### src/rtl/ecg_sample_writer_pkg.sv
// ----------------------------------------------------------------------------
// ecg_sample_writer_pkg
// Shared definitions for the ECG trace-RAM writer:
//   - default widths for the ADC sample, the RAM address and the RAM word
//   - decimation counter / exponent widths
//   - writer FSM state encoding (IDLE=0, FILL=1, WRAP=2, HOLD=3)
//   - window_last(): index of the last sample in a 2^k window
// ----------------------------------------------------------------------------
package ecg_sample_writer_pkg;

    localparam int ADC_W_DEF   = 12;
    localparam int ADDR_W_DEF  = 10;
    localparam int DATA_W_DEF  = 10;
    localparam int K_W         = 3;   // decimation exponent width, k = 0..7
    localparam int DECIM_CNT_W = 7;   // counts up to 2^7 - 1

    typedef enum logic [1:0] {
        ST_IDLE = 2'd0,
        ST_FILL = 2'd1,
        ST_WRAP = 2'd2,
        ST_HOLD = 2'd3
    } wr_state_t;

    // Last counter value of a window of 2^k samples.
    function automatic logic [DECIM_CNT_W-1:0] window_last(input logic [K_W-1:0] k);
        logic [7:0] span;
        span = 8'd1 << k;
        return DECIM_CNT_W'(span - 8'd1);
    endfunction

endpackage

### src/rtl/ecg_sample_writer_if.sv
// ----------------------------------------------------------------------------
// ecg_sample_writer_if
// RAM write-side bus of the ECG trace buffer plus the status the display
// reader needs to align its scan.
//   we          1       RAM write enable, one-cycle pulse
//   addr_in     ADDR_W  RAM write address
//   din         DATA_W  RAM write data
//   wr_ptr      ADDR_W  address of most recent completed write
//   full        1       buffer has wrapped at least once since leaving IDLE
//   frame_done  1       one-cycle pulse on the write to the last address
// Modports: master (writer drives), slave (RAM / display reader observes).
// ----------------------------------------------------------------------------
interface ecg_sample_writer_if
    import ecg_sample_writer_pkg::*;
#(
    parameter int ADDR_W = ADDR_W_DEF,
    parameter int DATA_W = DATA_W_DEF
);
    logic              we;
    logic [ADDR_W-1:0] addr_in;
    logic [DATA_W-1:0] din;
    logic [ADDR_W-1:0] wr_ptr;
    logic              full;
    logic              frame_done;

    modport master (output we, addr_in, din, wr_ptr, full, frame_done);
    modport slave  (input  we, addr_in, din, wr_ptr, full, frame_done);
endinterface

### src/rtl/ecg_sample_writer_decimator.sv
// ----------------------------------------------------------------------------
// ecg_sample_writer_decimator
// Groups accepted ADC samples into windows of 2^k and flags the sample that
// closes each window. k is taken from decim_log2 on the first sample of a
// window and held for the rest of it.
// Build option: ECG_AVG_EN defined -> win_data is the window mean (sum >> k);
//               otherwise win_data is the closing sample (pure decimation).
// Ports:
//   clk, rst_n     clock, asynchronous active-low reset
//   clear          drops any partial window (and the accumulator)
//   sample_valid   sample strobe; ignored while clear is high
//   decim_log2     decimation exponent k
//   sample_data    unsigned ADC code
//   win_done       combinational: this sample closes a window
//   win_data       top DATA_W bits of the window result
// ----------------------------------------------------------------------------
module ecg_sample_writer_decimator
    import ecg_sample_writer_pkg::*;
#(
    parameter int ADC_W  = ADC_W_DEF,
    parameter int DATA_W = DATA_W_DEF
) (
    input  logic              clk,
    input  logic              rst_n,
    input  logic              clear,
    input  logic              sample_valid,
    input  logic [K_W-1:0]    decim_log2,
    input  logic [ADC_W-1:0]  sample_data,
    output logic              win_done,
    output logic [DATA_W-1:0] win_data
);

    logic [DECIM_CNT_W-1:0] cnt_reg;
    logic [K_W-1:0]         k_reg;
    logic [K_W-1:0]         k_eff;
    logic                   accept;
    logic [ADC_W-1:0]       mean;
    logic                   unused_mean_bits;

    assign accept   = sample_valid && !clear;
    // On the first sample of a window the live exponent applies; afterwards
    // the latched one, so mid-window changes only affect the next window.
    assign k_eff    = (cnt_reg == '0) ? decim_log2 : k_reg;
    assign win_done = accept && (cnt_reg == window_last(k_eff));

    always_ff @(posedge clk or negedge rst_n) begin
        if (!rst_n) begin
            cnt_reg <= '0;
            k_reg   <= '0;
        end else if (clear) begin
            cnt_reg <= '0;
        end else if (accept) begin
            if (cnt_reg == '0) begin
                k_reg <= decim_log2;
            end
            cnt_reg <= win_done ? '0 : cnt_reg + DECIM_CNT_W'(1);
        end
    end

`ifdef ECG_AVG_EN
    localparam int SUM_W = ADC_W + 7;

    logic [SUM_W-1:0] acc_reg;
    logic [SUM_W-1:0] sum_next;

    // The first sample of a window starts a fresh sum.
    assign sum_next = ((cnt_reg == '0) ? '0 : acc_reg) + SUM_W'(sample_data);
    assign mean     = ADC_W'(sum_next >> k_eff);

    always_ff @(posedge clk or negedge rst_n) begin
        if (!rst_n) begin
            acc_reg <= '0;
        end else if (clear) begin
            acc_reg <= '0;
        end else if (accept) begin
            acc_reg <= win_done ? '0 : sum_next;
        end
    end
`else
    assign mean = sample_data;
`endif

    // Truncate to the RAM word: keep the MSBs, drop the LSBs without rounding.
    assign win_data         = mean[ADC_W-1 -: DATA_W];
    assign unused_mean_bits = ^mean;

endmodule

### src/rtl/ecg_sample_writer.sv
// ----------------------------------------------------------------------------
// ecg_sample_writer
// Upstream feeder of the ECG trace RAM. Accepts ADC samples, decimates by
// 2^k, scales to the RAM word and writes into a 2**ADDR_W circular buffer.
// Publishes the last written address and wrap status; freeze holds the
// buffer contents for a still display.
// Build option: ECG_AVG_EN (window averaging instead of pure decimation).
// Ports:
//   clk           system clock, rising edge
//   rst_n         asynchronous active-low reset
//   en            capture enable; low forces IDLE and clears address/full
//   freeze        level; high suspends writes (pointers held)
//   decim_log2    decimation exponent k (0..7), applied at window start
//   sample_valid  one-cycle strobe qualifying sample_data
//   sample_data   unsigned ADC code
//   wr            RAM write bus / status (ecg_sample_writer_if.master)
// ----------------------------------------------------------------------------
module ecg_sample_writer
    import ecg_sample_writer_pkg::*;
#(
    parameter int ADC_W  = ADC_W_DEF,
    parameter int ADDR_W = ADDR_W_DEF,
    parameter int DATA_W = DATA_W_DEF
) (
    input  logic             clk,
    input  logic             rst_n,
    input  logic             en,
    input  logic             freeze,
    input  logic [K_W-1:0]   decim_log2,
    input  logic             sample_valid,
    input  logic [ADC_W-1:0] sample_data,
    ecg_sample_writer_if.master wr
);

    localparam logic [ADDR_W-1:0] LAST_ADDR = {ADDR_W{1'b1}};

    wr_state_t         state_reg;
    logic              we_reg;
    logic [ADDR_W-1:0] addr_reg;       // address of the current/last write
    logic [ADDR_W-1:0] addr_next_reg;  // address the next write will use
    logic [DATA_W-1:0] din_reg;
    logic [ADDR_W-1:0] wr_ptr_reg;
    logic              full_reg;
    logic              frame_done_reg;

    logic              capturing;
    logic              win_done;
    logic [DATA_W-1:0] win_data;

    // Samples only count while actively filling; anything else discards the
    // partial window.
    assign capturing = en && !freeze && (state_reg == ST_FILL || state_reg == ST_WRAP);

    ecg_sample_writer_decimator #(
        .ADC_W  (ADC_W),
        .DATA_W (DATA_W)
    ) u_decim (
        .clk          (clk),
        .rst_n        (rst_n),
        .clear        (!capturing),
        .sample_valid (sample_valid),
        .decim_log2   (decim_log2),
        .sample_data  (sample_data),
        .win_done     (win_done),
        .win_data     (win_data)
    );

    always_ff @(posedge clk or negedge rst_n) begin
        if (!rst_n) begin
            state_reg      <= ST_IDLE;
            we_reg         <= 1'b0;
            addr_reg       <= '0;
            addr_next_reg  <= '0;
            din_reg        <= '0;
            wr_ptr_reg     <= '0;
            full_reg       <= 1'b0;
            frame_done_reg <= 1'b0;
        end else begin
            we_reg         <= 1'b0;
            frame_done_reg <= 1'b0;
            // wr_ptr follows once the write cycle has completed.
            if (we_reg) begin
                wr_ptr_reg <= addr_reg;
            end
            if (!en) begin
                state_reg     <= ST_IDLE;
                addr_reg      <= '0;
                addr_next_reg <= '0;
                full_reg      <= 1'b0;
            end else begin
                case (state_reg)
                    ST_IDLE: state_reg <= ST_FILL;
                    ST_FILL, ST_WRAP: begin
                        if (freeze) begin
                            state_reg <= ST_HOLD;
                        end else if (win_done) begin
                            we_reg        <= 1'b1;
                            addr_reg      <= addr_next_reg;
                            din_reg       <= win_data;
                            addr_next_reg <= addr_next_reg + ADDR_W'(1);
                            if (addr_next_reg == LAST_ADDR) begin
                                frame_done_reg <= 1'b1;
                                full_reg       <= 1'b1;
                                state_reg      <= ST_WRAP;
                            end
                        end
                    end
                    ST_HOLD: begin
                        if (!freeze) begin
                            state_reg <= full_reg ? ST_WRAP : ST_FILL;
                        end
                    end
                    default: state_reg <= ST_IDLE;
                endcase
            end
        end
    end

    assign wr.we         = we_reg;
    assign wr.addr_in    = addr_reg;
    assign wr.din        = din_reg;
    assign wr.wr_ptr     = wr_ptr_reg;
    assign wr.full       = full_reg;
    assign wr.frame_done = frame_done_reg;

endmodule

### src/flat_wrapper.sv
// flat-port wrapper written by rule: the top's interface ports become plain ports
module ecg_sample_writer_flat import ecg_sample_writer_pkg::*;
#(
    parameter int ADC_W  = ADC_W_DEF,
    parameter int ADDR_W = ADDR_W_DEF,
    parameter int DATA_W = DATA_W_DEF
)
  (clk, rst_n, en, freeze, decim_log2, sample_valid, sample_data, wr_we, wr_addr_in, wr_din, wr_wr_ptr, wr_full, wr_frame_done);
  ecg_sample_writer_if #(.ADDR_W(ADDR_W), .DATA_W(DATA_W)) wr_i ();
  input  logic clk;
  input  logic rst_n;
  input  logic en;
  input  logic freeze;
  input  logic [K_W-1:0] decim_log2;
  input  logic sample_valid;
  input  logic [ADC_W-1:0] sample_data;
  output wire logic [$bits(wr_i.we)-1:0] wr_we;
  output wire logic [$bits(wr_i.addr_in)-1:0] wr_addr_in;
  output wire logic [$bits(wr_i.din)-1:0] wr_din;
  output wire logic [$bits(wr_i.wr_ptr)-1:0] wr_wr_ptr;
  output wire logic [$bits(wr_i.full)-1:0] wr_full;
  output wire logic [$bits(wr_i.frame_done)-1:0] wr_frame_done;
  assign wr_we = wr_i.we;
  assign wr_addr_in = wr_i.addr_in;
  assign wr_din = wr_i.din;
  assign wr_wr_ptr = wr_i.wr_ptr;
  assign wr_full = wr_i.full;
  assign wr_frame_done = wr_i.frame_done;
  ecg_sample_writer #(.ADC_W(ADC_W), .ADDR_W(ADDR_W), .DATA_W(DATA_W)) u_core (.clk(clk), .rst_n(rst_n), .en(en), .freeze(freeze), .decim_log2(decim_log2), .sample_valid(sample_valid), .sample_data(sample_data), .wr(wr_i));
endmodule
### config.mk
export PLATFORM = sky130hd
export DESIGN_NAME = ecg_sample_writer_flat
export DESIGN_NICKNAME = d
export VERILOG_FILES = /design/src/rtl/ecg_sample_writer_pkg.sv /design/src/rtl/ecg_sample_writer_if.sv /design/src/rtl/ecg_sample_writer_decimator.sv /design/src/rtl/ecg_sample_writer.sv /design/src/flat_wrapper.sv
export SDC_FILE = /design/constraint.sdc
export NUM_CORES = 1
export LEC_CHECK = 0
export BUFFER_PORTS_ARGS = -buffer_cell sky130_fd_sc_hd__buf_2
export CAP_MARGIN = 20
export CORE_MARGIN = 1
export CORE_UTILIZATION = 55
export DETAILED_ROUTE_END_ITERATION = 16
export GPL_TIMING_DRIVEN = 0
export PLACE_DENSITY_LB_ADDON = 0.1
export SYNTH_ARGS = -nofsm -noshare
export SYNTH_HDL_FRONTEND = slang
export SYNTH_SLANG_ARGS = --single-unit
### constraint.sdc
create_clock -name clk -period 4.8 [get_ports clk]
set_input_delay 0.24 -clock clk [delete_from_list [all_inputs] [get_ports clk]]
set_output_delay 0.24 -clock clk [all_outputs]
set_load 0.005 [all_outputs]
==> metrics.yaml <==
seqPwrFrac: 0.526
gp_congestion: 0.8470
n_antenna_cell: 0
swShare: 0.2978
finalSetupViolations: 0
grt_pass1_vias: 1960
grt-ovfl-total: 0
seqCellArea_um2: 1376
synth_area_per_cell_um2: 9.860
io_buffers: 48
comb_power_share: 0.205
start_util: 0.5834
synth_area_leaders: "dfrtp_1 49%, nand2_1 7.6%, mux2_2 5.2%, nand3_1 3.7%, ha_1 2.7%"
clock_path_buffers: 2
multi_input_area_um2: 1328
clock.fmax_ghz: 0.2503
crit_path_start_kind: "flop"
synth_top_area_share: 0.4898
slew_headroom: 0.6153
viasPerCell: 5.468
slew_viol_final: 0
yosysTopAreaCell: "dfrtp_1"
status: "complete, no violations"
finalHoldViolCount: 0
clockPowerShare: 0.269
yosys_register_bits: 55
hpwlAfterDp_mm: 4.077
grt_use_total: 0.2256
routed_wl_mm: 5.679
syn_inst: 285
yosysSeqAreaShare: 0.4898
mostFrequentLayoutCells: "57 x nand2_1, 55 x dfrtp_1, 52 x buf_2"
maxUsedRoutingLayer: "met4"
path_clk_slew_ns: 0.10
layout-drive-gt1-share: 0.2595
r2r_slack_ns: 0.80
cts_root_buf: "clkbuf_8"
maxCapViolCount: 0
synth_flop_cell: "dfrtp_1"
rsz0062_at_grt: "no"
antenna_found_initial: 0
core_area_um2: 4817
layout_commonest_cell: "nand2_1"
irDropWorstVdd_mv: 0.2648
setup_tns_ns: 0
synth_warnings: 0
firstDrtPassIters: 4
cts_made_buffers: 5
cts_tree: "yes"
critPathCaptureType: "flop"
die_x_um: 73.48
cp.required_ns: 4.99
syn-num-nets: 311
worstMarginPinSlew_ns: 0.5770
holdWs_ns: 0.1166
die_area_um2: 5399
m1WireLength_mm: 2.856
fillers: 438
met2_length_mm: 2.484
critPathMaxFanout: 6
dr.first_iter.drc_count: 111
synth_cell_types: 57
worstPathArrival_ns: 4.19
skew_ns: 0.008376
leakage_nw: 1.667
finalCriticalPeriod_ns: 3.995
critPathKind: "flop to flop"
grt_pass1_wl_mm: 9.266
p_int_w: 0.0006715
synth_area_um2: 2810
ant_nets: 0
die_y_um: 73.48
wl_met3_um: 285
synth-async-reset-ratio: 1.000
nets: 368
syn2layout_area_growth_pct: 15.85
grt_max_degree: 32
post-route-drc-count: 0
clock-sinks: 55
min_path_type: "input pin to flop"
ctsHtreeMaxLevel: 2
p_sw_w: 0.0002848
ioPinCount: 53
vias: 2242
clkLatencyLatePin_ns: 0.31
avgRoutedWirePerCell_um: 13.85
rows: 25
powerDensity_nw_per_um2: 293.7
fin_crit_sh: 0.8324
synth_edf_count: 0
cts_setup_buffers: 0
finalPower_w: 0.0009563
path summary, 6_finish.rpt:
kind / from / endpoint / depth (start not counted)
max: u_core.u_decim.cnt_reg[0]$_DFFE_PN0P_ / u_core.state_reg[0]$_DFFE_PN0P_ / 13
min: sample_data[5] / u_core.wr.din[3]$_DFFE_PN0P_ / 3
max reg2reg: u_core.u_decim.cnt_reg[0]$_DFFE_PN0P_ / u_core.state_reg[0]$_DFFE_PN0P_ / 13
min reg2reg: u_core.wr.din[0]$_DFFE_PN0P_ / u_core.wr.din[0]$_DFFE_PN0P_ / 2
max in group asynchronous: rst_n / u_core.addr_next_reg[1]$_DFFE_PN0P_ / 3
min in group asynchronous: rst_n / u_core.wr.addr_in[2]$_DFFE_PN0P_ / 2
power by group through the flow:
stage | logic (W) | registers (W) | clock network [W]
2_1_floorplan | 0.000144 | 0.000506 | 0
3_3_place_gp | 0.000187 | 0.000511 | 0
3_5_place_dp | 0.000193 | 0.000512 | 0
4_1_cts | 0.000195 | 0.000503 | 0.000266
5_1_grt | 0.000218 | 0.000506 | 0.000281
6_report | 0.000196 | 0.000503 | 0.000257
synthesized netlist by cell type, types with 2 or more instances:
library cell  count
nand2_1          57
dfrtp_1          55
nand3_1          21
nor2_1           14
mux2_2           13
a21oi_1          11
inv_1            11
o21ai_0           9
and3_1            6
ha_1              6
clkbuf_1          5
nand4_1           5
o21ai_1           5
xor2_1            5
buf_2             4
or3_1             4
nor3_1            3
o21a_1            3
xnor2_1           3
a41oi_1           2
and4b_1           2
mux2_1            2
mux2i_1           2
nor3b_1           2
nor4b_1           2
or2_2             2
what timing repair did:
action | CTS | global route
hold buffers | 1 | 0
gates resized for setup | 0 | 0
endpoints found under the hold margin | 24 | 0
cell families (layout without fill, tap and decap cells):
logic type,after synthesis,count (layout),synth area share
buffers and inverters,24,82,0.03784
AND/OR/NAND/NOR,132,132,0.2467
AO/OA/AOI/OAI,42,42,0.1011
adder cells (fa/ha/maj),6,6,0.02671
flip-flops,55,55,0.4898
multiplexers,17,17,0.06723
XOR/XNOR,9,9,0.03072
stage by stage:
step / util / cell area (um^2) / instances / setup WS (ns)
global route: 0.6758 / 3256 / 410 / 0.5696
global placement: 0.6506 / 3134 / 400 / 0.9100
detailed placement: 0.6548 / 3154 / 401 / 0.8799
floorplan: - / 2810 / 285 / 1.366
finish: 0.6758 / 3256 / 410 / 0.8046
CTS: 0.6758 / 3256 / 410 / 0.8613
metal layers:
metal	up-vias	GRT usage
met2	62	0.3384
met3	4	0.04801
met5	-	0
met1	1064	0.3315
met4	0	0.05983
li1	1112	-
layout make-up:
type / count / share of cell area
clock buffer: 5 / 0.02114
buffer: 12 / 0.01883
multi-input combinational: 206 / 0.4078
tap: 67 / 0.02575
inverter: 12 / 0.01384
sequential: 55 / 0.4228
clock inverter: 3 / 0.006918
timing repair buffer: 50 / 0.08301
critical path, cell delays in order (launching register included):
cell and delay (ns):
dfrtp_1 0.46, inv_1 0.16, ha_1 0.19, nor4b_4 0.36
nand2_1 0.20, nor4b_1 0.29, a21oi_1 0.07, ha_1 0.26
or4bb_1 0.53, a32oi_1 0.34, xnor2_2 0.21, nand4b_2 0.21
o21ai_1 0.27, mux2_1 0.35
Note: power is estimated with default switching activity, not from simulation.
